`config.mk`:
```
export PLATFORM = sky130hd
export DESIGN_NAME = des_round_ctrl
export DESIGN_NICKNAME = d
export VERILOG_FILES = /design/src/rtl/des_round_ctrl.sv
export SDC_FILE = /design/constraint.sdc
export NUM_CORES = 1
export LEC_CHECK = 0
export CORE_MARGIN = 8
export CORE_UTILIZATION = 38
export CTS_CLUSTER_SIZE = 20
export DETAILED_ROUTE_END_ITERATION = 7
export GPL_TIMING_DRIVEN = 0
export PLACE_DENSITY = 0.65
export SYNTH_ARGS = -nofsm -noshare
export SYNTH_HDL_FRONTEND = slang
export SYNTH_SLANG_ARGS = --single-unit
```
`constraint.sdc`:
```
create_clock -name clk -period 4.4 [get_ports clk]
set_clock_uncertainty 0.05 [all_clocks]
set_input_delay 0.88 -clock clk [delete_from_list [all_inputs] [get_ports clk]]
set_output_delay 0.88 -clock clk [all_outputs]
set_load 0.02 [all_outputs]
```
`src/rtl/des_round_ctrl.sv`:
```
// rtl/des_round_ctrl.sv - round sequencing FSM for an iterative one-round-per-clock DES datapath
module des_round_ctrl #(
  parameter int          ROUNDS      = 16,
  parameter logic [15:0] SHIFT1_MASK = 16'h8103
) (
  input  logic       clk,
  input  logic       rst_n,
  input  logic       start,
  input  logic       decrypt,
  input  logic       abort,
  output logic       in_ready,
  output logic       ip_load,
  output logic       round_en,
  output logic [3:0] round_num,
  output logic [1:0] key_shift,
  output logic       key_dir,
  output logic       fp_load,
  output logic       out_valid,
  input  logic       out_ready
);

  typedef enum logic [2:0] {
    S_IDLE  = 3'd0,
    S_LOAD  = 3'd1,
    S_ROUND = 3'd2,
    S_FINAL = 3'd3,
    S_HOLD  = 3'd4
  } state_t;

  localparam logic [3:0] LAST = 4'(ROUNDS - 1);

  state_t     state, state_nxt;
  logic [3:0] cnt, cnt_nxt;
  logic       mode, mode_nxt;
  logic [3:0] dec_idx;

  // Decrypt walks the encrypt schedule backwards: round r (r>=1) reuses the
  // rotate amount of encrypt round ROUNDS-r. Written as LAST-cnt+1 so it stays
  // in 4 bits; the r=0 wrap value is never used because decrypt round 0 has no shift.
  assign dec_idx = LAST - cnt + 4'd1;

  // State, round counter and latched mode registers
  always_ff @(posedge clk or negedge rst_n) begin
    if (!rst_n) begin
      state <= S_IDLE;
      cnt   <= 4'd0;
      mode  <= 1'b0;
    end else begin
      state <= state_nxt;
      cnt   <= cnt_nxt;
      mode  <= mode_nxt;
    end
  end

  // Next-state logic plus output decode from registered state only
  always_comb begin
    state_nxt = state;
    cnt_nxt   = cnt;
    mode_nxt  = mode;
    in_ready  = 1'b0;
    ip_load   = 1'b0;
    round_en  = 1'b0;
    round_num = 4'd0;
    key_shift = 2'd0;
    key_dir   = 1'b0;
    fp_load   = 1'b0;
    out_valid = 1'b0;

    case (state)
      S_IDLE: begin
        in_ready = 1'b1;
        cnt_nxt  = 4'd0;
        if (start && !abort) begin
          mode_nxt  = decrypt;
          state_nxt = S_LOAD;
        end
      end
      S_LOAD: begin
        ip_load   = 1'b1;
        cnt_nxt   = 4'd0;
        state_nxt = S_ROUND;
      end
      S_ROUND: begin
        round_en  = 1'b1;
        round_num = cnt;
        key_dir   = mode;
        if (!mode) begin
          key_shift = SHIFT1_MASK[cnt] ? 2'd1 : 2'd2;
        end else if (cnt != 4'd0) begin
          key_shift = SHIFT1_MASK[dec_idx] ? 2'd1 : 2'd2;
        end
        if (cnt == LAST) begin
          cnt_nxt   = 4'd0;
          state_nxt = S_FINAL;
        end else begin
          cnt_nxt = cnt + 4'd1;
        end
      end
      S_FINAL: begin
        fp_load   = 1'b1;
        state_nxt = S_HOLD;
      end
      S_HOLD: begin
        out_valid = 1'b1;
        if (out_ready) state_nxt = S_IDLE;
      end
      default: begin
        state_nxt = S_IDLE;
        cnt_nxt   = 4'd0;
      end
    endcase

    // Abort wins over every other transition, including the HOLD handshake
    if (abort && state != S_IDLE) begin
      state_nxt = S_IDLE;
      cnt_nxt   = 4'd0;
    end
  end

endmodule
```
* Yosys cells after proc, flatten, opt, wreduce, memory -nomap -nowiden *
Memories as Yosys holds them, arrays and structs flattened.
Cells that the tools add are included.

cells by class
  $add $sub $neg = 3
  multiply operators = 0
  div/mod/pow operators = 0
  $lt $le $gt $ge = 2
  eq/ne operators = 9
  shift operators = 0
  mux-type cells = 22
  bitwise logic cells = 0
  reduce and logical (&&, ||, !) cells = 9

operator list
  kind                 count
  $pmux 3 s5           1
  $mux 3               4
  $mux 4               3
  $lt 4x5->1 const B   2
  $mux 2               5
  $ne 3x3->1 const B   3
  $add 4x1->4 const B  2
  $mux 1               8
  $pmux 4 s2           1
  $eq 3x2->1 const B   2
  $eq 4x4->1 const B   1
  $reduce_bool 4->1    1
  $sub 4x4->4 const A  1
  $eq 3x1->1 const B   1
  $eq 3x3->1 const B   1
  $logic_not 3->1      1
  $reduce_and 3->1     1
  $reduce_bool 3->1    1
  $logic_and 1x1->1    2
  $ne 2x1->1 const B   1
  $reduce_and 2->1     1
  $reduce_or 2->1      1
  $logic_not 1->1      1

word-level totals
  register bits = 8
  bits in latches = 0
  RAM bits = 0
  ROM bits = 32
  bits of input ports = 6
  memories kept = 2

memories
  name             words  bits a word  rd ports  clocked after Yosys merged registers in  wr ports  line  source
  (no name shown)  16     1            1         0                                        0         90    key_shift = SHIFT1_MASK[dec_idx] ? 2'd1 : 2'd2;
  (no name shown)  16     1            1         0                                        0         88    key_shift = SHIFT1_MASK[cnt] ? 2'd1 : 2'd2;

* Longest topological paths before layout *
Gate-level depths: netlist of the first run.

  depth in word-level cells = 8
  gate-level depth with buffers = 7

* Least setup slack after synthesis of the first run *
OpenSTA, ideal clock, no wires.

  kind = register to output
  from = register cnt[1]
  to = output key_shift[0]
  data arrival time = 1572 ps
  path slack = 1898 ps
  cell stages (with the launch flop) = 7
  path buffers = 0
  cell sequence = dfrtp_1 -> inv_1 -> ha_1 -> nor2_1 -> o41ai_1 -> o221ai_1 -> a21oi_1

between the ends
  cells in the longest elaborated chain, start to end = 8
  elaborated cells on any way between the ends = 12
  classes of those cells = add/sub (2); mux (7); reduce/logical (1); memory (2)

RTL lines
  item                          line  source
  start, declared               33    logic [3:0] cnt, cnt_nxt;
  start signal, assigned        50    cnt <= cnt_nxt;
  $sub 4x4->4                   40    assign dec_idx = LAST - cnt + 4'd1;
  $add 4x1->4                   40
  $mem_v2 16x1                  -
  $mux 1 (not written as such)  90
  $mux 2                        90
  $mux 2                        89    end else if (cnt != 4'd0) begin
  $mux 2 *                      87    if (!mode) begin
  $mux 2 *                      69    case (state)
  end, declared                 15    output logic [1:0] key_shift,

Every way passes the cells marked *; elsewhere a longest branch is shown, timed or not. The select of a mux whose other input is x is not followed.

* Worst setup path after layout of the first run *
Ends and elaborated chain as after synthesis.

==> results of run 1 <==
## through the flow
stage,cells,setup WS [ps]
finish,121,1030
global route,121,804
CTS,121,1010
detailed placement,118,1270
global placement,118,1300
floorplan,76,1900
## cell usage in the layout (no fill, tap or decap), drive strengths merged
cell / n
o21ai: 1
nor3b: 1
nor2: 6
dfrtp: 8
mux2: 2
o221ai: 1
a21o: 1
and3: 1
o41ai: 1
nand3: 2
nand4b: 1
o211ai: 1
and2: 3
or2: 2
o21a: 2
xnor2: 3
ha: 3
nand2b: 3
clkdlybuf4s50: 17
nor4: 1
a21oi: 6
clkinv: 1
nand2: 4
clkbuf: 5
or3b: 1
o311a: 1
inv: 4
o21bai: 1
buf: 2
mux2i: 1
nor3: 5
nand3b: 3
a22o: 2
## cell type report
cell class              count  area [um2]  share of cell area
inverters                   5        31.3              0.0342
plain buffers               4        40.0              0.0438
well taps                  25        31.3              0.0342
clock buffers               3        22.5              0.0246
multi-input cells          59         419               0.458
flip-flops and latches      8         200               0.219
repair buffers             17         170               0.186
## sequential cells by signal, indices dropped and copies added (netlist names)
register,cells
mode,1
cnt,4
state,3
## how the worst max path moves through the flow
stage	from	endpoint	slack, ps
floorplan	cnt[1]$_DFFE_PN0P_	key_shift[0]	1900
global placement	cnt[1]$_DFFE_PN0P_	key_shift[0]	1300
detailed placement	cnt[1]$_DFFE_PN0P_	key_shift[0]	1270
CTS	cnt[1]$_DFFE_PN0P_	key_shift[0]	1010
global route	cnt[1]$_DFFE_PN0P_	key_shift[0]	800
finish	cnt[1]$_DFFE_PN0P_	key_shift[0]	1030
## logic make-up (layout without fill, tap and decap cells)
group | count (synthesis) | count (layout) | share of synthesized area
DFF | 8 | 8 | 0.290
muxes | 3 | 3 | 0.0471
adders and majority gates | 3 | 3 | 0.0544
and+or+nand+nor | 33 | 33 | 0.286
AOI/OAI and AO/OA | 17 | 17 | 0.181
xor gates and xnor gates | 3 | 3 | 0.0381
buffers and inverters | 9 | 29 | 0.103
## routing by layer
| layer | up-vias | global-route usage | routed length (um) |
|---|---|---|---|
| met3 | 0 | 0.0370 | 70 |
| met4 | 0 | 0.0205 | 0 |
| met5 | - | 0 | 0 |
| met2 | 8 | 0.178 | 771 |
| li1 | 311 | - | - |
| met1 | 279 | 0.129 | 702 |
## report_power, final
group	switching [W]	total [W]	internal [W]	leakage, nW
Clock	0.0000242	0.0000554	0.0000312	0.0138
Sequential	0.00000728	0.0000856	0.0000783	0.108
Combinational	0.0000328	0.0000658	0.0000330	0.258
Total	0.0000643	0.000207	0.000143	0.380
==> qor.txt, run 1 <==
Outcome: finished clean
WHS: 533 ps
Post-DP HPWL: 1.21 mm
Drt pass-1 iters: 4
Cts repair resizes: 0
Crit share post-route: 0.766
Top post-synthesis cells by count: dfrtp_1, nor2_1, a21oi_1
Initial antenna violation count: 0
Syn avg cell area: 9.09 um2
Post-route DRC: 0
Distinct cells, synth: 36
I/O Buffers: 17
Max VDD drop: 0.158 mV
Clk buf depth: 2
Tot Pwr: 0.000207 W
Post-synth EDFFs: 0
H-tree Lvls: 1
CP startpoint kind: register
Crit end category: output pin
Final worst path period need: 3370 ps
Ys flop type: dfrtp_1
Fin util: 0.530
Fmax: 297 MHz
Slowest CP cell: clkdlybuf4s50_1
FF-to-FF setup slack: 2920 ps
Syn-to-layout area delta: 32.4%
Most common cell in the synthesized netlist: dfrtp_1
Post-Syn Instances: 76
Pleak: 0.380 nW
Placer Congestion: 0.769
Worst skew pair latency: 250 ps
Synth async-reset ratio: 1.00
Top cell type by total area after synthesis: dfrtp_1
Flops & latches, synth: 8
Slew HR: 0.749
Total GRT Usage: 0.106
Fin area: 915 um2
Largest net degree at the start of global routing: 11
CTS buffer count: 3
Synth top area cells: dfrtp_1, ha_1, xnor2_1
Max incr delay on CP: 620 ps
Max FO, Critical Path: 8
Hold buffers post-CTS: 0
Cell Rows: 15
Mapped Nets: 85
CTS tree: built
Chip Height: 58.6 um
Total grt overflow: 0
Via count of the first global-routing pass: 624
Critical Path RT: 3470 ps
Share of cells above drive strength 1: 0.146
Postcts setup bufs: 0
Crit path depth: 7
Layout Nets: 107
Initial Util: 0.400
WP data arrival: 2440 ps
Core area: 1730 um2
WL/cell: 12.8 um
Post-DR vias/cell: 4.94
FILL cells: 185
Setup TNS Final: 0 ps
CP Cell Sequence: inv_1 > ha_1 > nor2_1 > o41ai_1 > o221ai_1 > a21oi_1 > clkdlybuf4s50_1
Cell Pwr Density: 226 nW/um2
Final Hold Viols: 0
Top-area cell type share of the netlist area: 0.290
Register area share after synthesis: 0.290
Root buf cell: clkbuf_4
Synthesized area: 691 um2
R2R Path Start: state[0]$_DFFE_PN0P_
Placed cell area: 892 um2
Reg2Reg Depth: 4
Hold_sp: state[2]$_DFFE_PN0P_
Initial drt markers: 14
Die width: 58.6 um
WHS Endpoint: state[1]$_DFFE_PN0P_
CP top delay family: buffers and inverters
Clock Sinks: 8
Hold crit path type: register to register
YS warnings: 0
Worst slew pin tran: 376 ps
Max-slew violation count: 0
Crit Path Class: register to output pin
RSZ-0062 raised after global routing: no
Hold depth: 1
Setup-failing EPs final: 0
RR Endpoint: cnt[1]$_DFFE_PN0P_
Clock slew at reported path FFs: 50 ps
First-pass GRT wire length: 2.87 mm
IO Pins: 18
Antenna Cells: 0
Die footprint: 3440 um2
Post-DRT Antenna Nets: 0
Final WL: 1.54 mm
CP bufs+invs: 2
Max Cap Violations: 0
DR vias: 598
Power figures use the tool's default switching activity.
==> run 2, diff against run 1 <==
==> constraint.sdc (replaced) <==
create_clock -name clk -period 3.25 [get_ports clk]
set_clock_uncertainty 0.05 [all_clocks]
set_input_delay 0.65 -clock clk [delete_from_list [all_inputs] [get_ports clk]]
set_output_delay 0.65 -clock clk [all_outputs]
set_load 0.02 [all_outputs]
==> run 2 against run 1 <==
  * Die area is the same
  * Sequential share of layout area shrank 0.12 points
  * Cell count is the same
  * Clock power grew 35%
  * Wire length is essentially flat
  * Worst hold slack is essentially flat
  * Count of clock-buffer cells in the layout is the same
  * Sequential power grew 36%
  * Combinational power grew 35%
  * First-iteration DRC count shrank 7.1%
  * Non-clock buffer count is the same
  * Largest power group unchanged
==> qor.txt, run 2 (synthesis gave the netlist of run 1 again) <==
Outcome: finished clean
Clock network fraction of total power: 0.268 (about the same)
Root buf cell: clkbuf_4
Post-route DRC: 0 (unchanged)
Crit share post-route: 0.903
Max-slew violation count: 0 (unchanged)
Fmax: 341 MHz
CTS tree: built
FF-to-FF setup slack: 1770 ps (-1150 ps)
Post-DR vias/cell: 4.94 (unchanged)
Max VDD drop: 0.214 mV (+35%)
Clk buf depth: 2 (unchanged)
Switch share: 0.310 (-0.000858)
Largest net degree at the start of global routing: 11 (unchanged)
Placer Congestion: 0.769 (unchanged)
Cell Rows: 15 (unchanged)
Hold crit path type: register to register
Syn-to-layout area delta: 33.2%
Total GRT Usage: 0.106 (unchanged)
Crit end category: output pin
Setup-failing EPs final: 0 (unchanged)
Initial antenna violation count: 0 (unchanged)
Crit path launch: cnt[1]$_DFFE_PN0P_
Max Cap Violations: 0 (unchanged)
Die width: 58.6 um (unchanged)
Internal: 0.000193 W (+35%)
Max FO, Critical Path: 8 (unchanged)
FILL cells: 184 (-0.54%)
Drt pass-1 iters: 4 (unchanged)
Comb power frac: 0.318 (about the same)
Worst slew pin tran: 375 ps (-0.318 ps)
Layout Nets: 107 (unchanged)
Chip Height: 58.6 um (unchanged)
Net Switching: 0.0000868 W (+35%)
Setup TNS Final: 0 ps (unchanged)
Total grt overflow: 0 (unchanged)
RSZ-0062 raised after global routing: no
CTS buffer count: 3 (unchanged)
Share of cells above drive strength 1: 0.156 (+0.0104)
Clock Sinks: 8 (unchanged)
Final Hold Viols: 0 (unchanged)
WHS: 533 ps (+0.0440 ps)
Via count of the first global-routing pass: 624 (unchanged)
Seq pwr share: 0.414 (about the same)
Max incr delay on CP: 600 ps (-20 ps)
WP data arrival: 2240 ps (-200 ps)
R2R Path Start: state[0]$_DFFE_PN0P_
Post-DP HPWL: 1.21 mm (unchanged)
WL/cell: 12.8 um (about the same)
Post-DRT Antenna Nets: 0 (unchanged)
Largest register FFs: 4 (unchanged)
Biggest register: cnt
Most common cell after layout, fill and taps aside: clkdlybuf4s50_1
Cell Pwr Density: 304 nW/um2 (+35%)
Initial drt markers: 13 (-1)
First-pass GRT wire length: 2.87 mm (unchanged)
Antenna Cells: 0 (unchanged)
CP Cell Sequence: inv_1 > ha_2 > o211ai_1 > a21oi_2 > o311a_1 > clkdlybuf4s50_1
Most frequent cells in the layout: clkdlybuf4s50_1, dfrtp_1, nor2_1, a21oi_1
Initial Util: 0.400 (unchanged)
Slowest CP cell: clkdlybuf4s50_1
Final worst path period need: 2940 ps
IO Pins: 18 (unchanged)
Slew HR: 0.749 (about the same)
Clock slew at reported path FFs: 50 ps (about the same)
Critical Path RT: 2550 ps (-920 ps)
Crit Path Class: register to output pin
CP startpoint kind: register
Die footprint: 3440 um2 (unchanged)
Pleak: 0.397 nW (+4.4%)
Core area: 1730 um2 (unchanged)
Post-Place Setup Slack: 351 ps (-920 ps)
H-tree Lvls: 1 (unchanged)
Postcts setup bufs: 0 (unchanged)
Top flop regs: cnt x4, state x3, mode x1
Final WL: 1.54 mm (about the same)
Worst skew pair latency: 250 ps (about the same)
Final worst slack: 314 ps (-716 ps)
Hold_sp: state[2]$_DFFE_PN0P_
I/O Buffers: 17 (unchanged)
DR vias: 598 (unchanged)
Fin util: 0.533 (+0.00290)
run 2: per-layer routing:
metal / routed length [um] / part of all wire / GRT usage
met1: 681 / 0.44 / 0.129
met2: 791 / 0.51 / 0.178
met3: 70 / 0.045 / 0.0370
met4: 0 / 0 / 0.0205
met5: 0 / 0 / 0
run 2: what timing repair did:
action,in CTS,in global routing
hold buffers,0,0
setup endpoints to repair,0,1
gates resized for setup,0,2
run 2: final cells by class:
class	count	area [um2]	share of cell area
buffer	4	40.0	0.0435
clock buffer	3	22.5	0.0245
inverter	5	31.3	0.0340
multi-input combinational	59	422	0.459
sequential	8	200	0.218
tap	25	31.3	0.0340
timing repair buffer	17	173	0.188
run 2: path summary, 6_finish.rpt:
kind                                         to  depth (start not counted)
setup / recovery                   key_shift[1]                          6
hold / removal             state[1]$_DFFE_PN0P_                          1
setup reg to reg             cnt[1]$_DFFE_PN0P_                          4
hold reg to reg            state[1]$_DFFE_PN0P_                          1
max in group asynchronous    cnt[3]$_DFFE_PN0P_                          1
min in group asynchronous    cnt[2]$_DFFE_PN0P_                          1
run 2: worst max-delay path, delay by kind of cell, from the launching register on:
family	cells	cell delay [ps]
adder cells (fa/ha/maj)	1	390
AO/OA/AOI/OAI	3	420
flip-flops	1	460
buffers and inverters	2	720
run 2: power groups by stage:
stage          clock network, W   logic, W  registers, W
2_1_floorplan                 0  0.0000583      0.000115
6_report              0.0000750  0.0000890      0.000116
4_1_cts               0.0000779  0.0000902      0.000116
5_1_grt               0.0000833  0.0000985      0.000118
3_5_place_dp                  0  0.0000900      0.000118
3_3_place_gp                  0  0.0000887      0.000118
run 2: through the flow:
step / instances / total power, W / area (um2)
2_1_floorplan: 76 / 0.000173 / 691
3_3_place_gp: 118 / 0.000206 / 892
3_5_place_dp: 118 / 0.000208 / 892
4_1_cts: 121 / 0.000284 / 915
5_1_grt: 121 / 0.000300 / 920
6_report: 121 / 0.000280 / 920
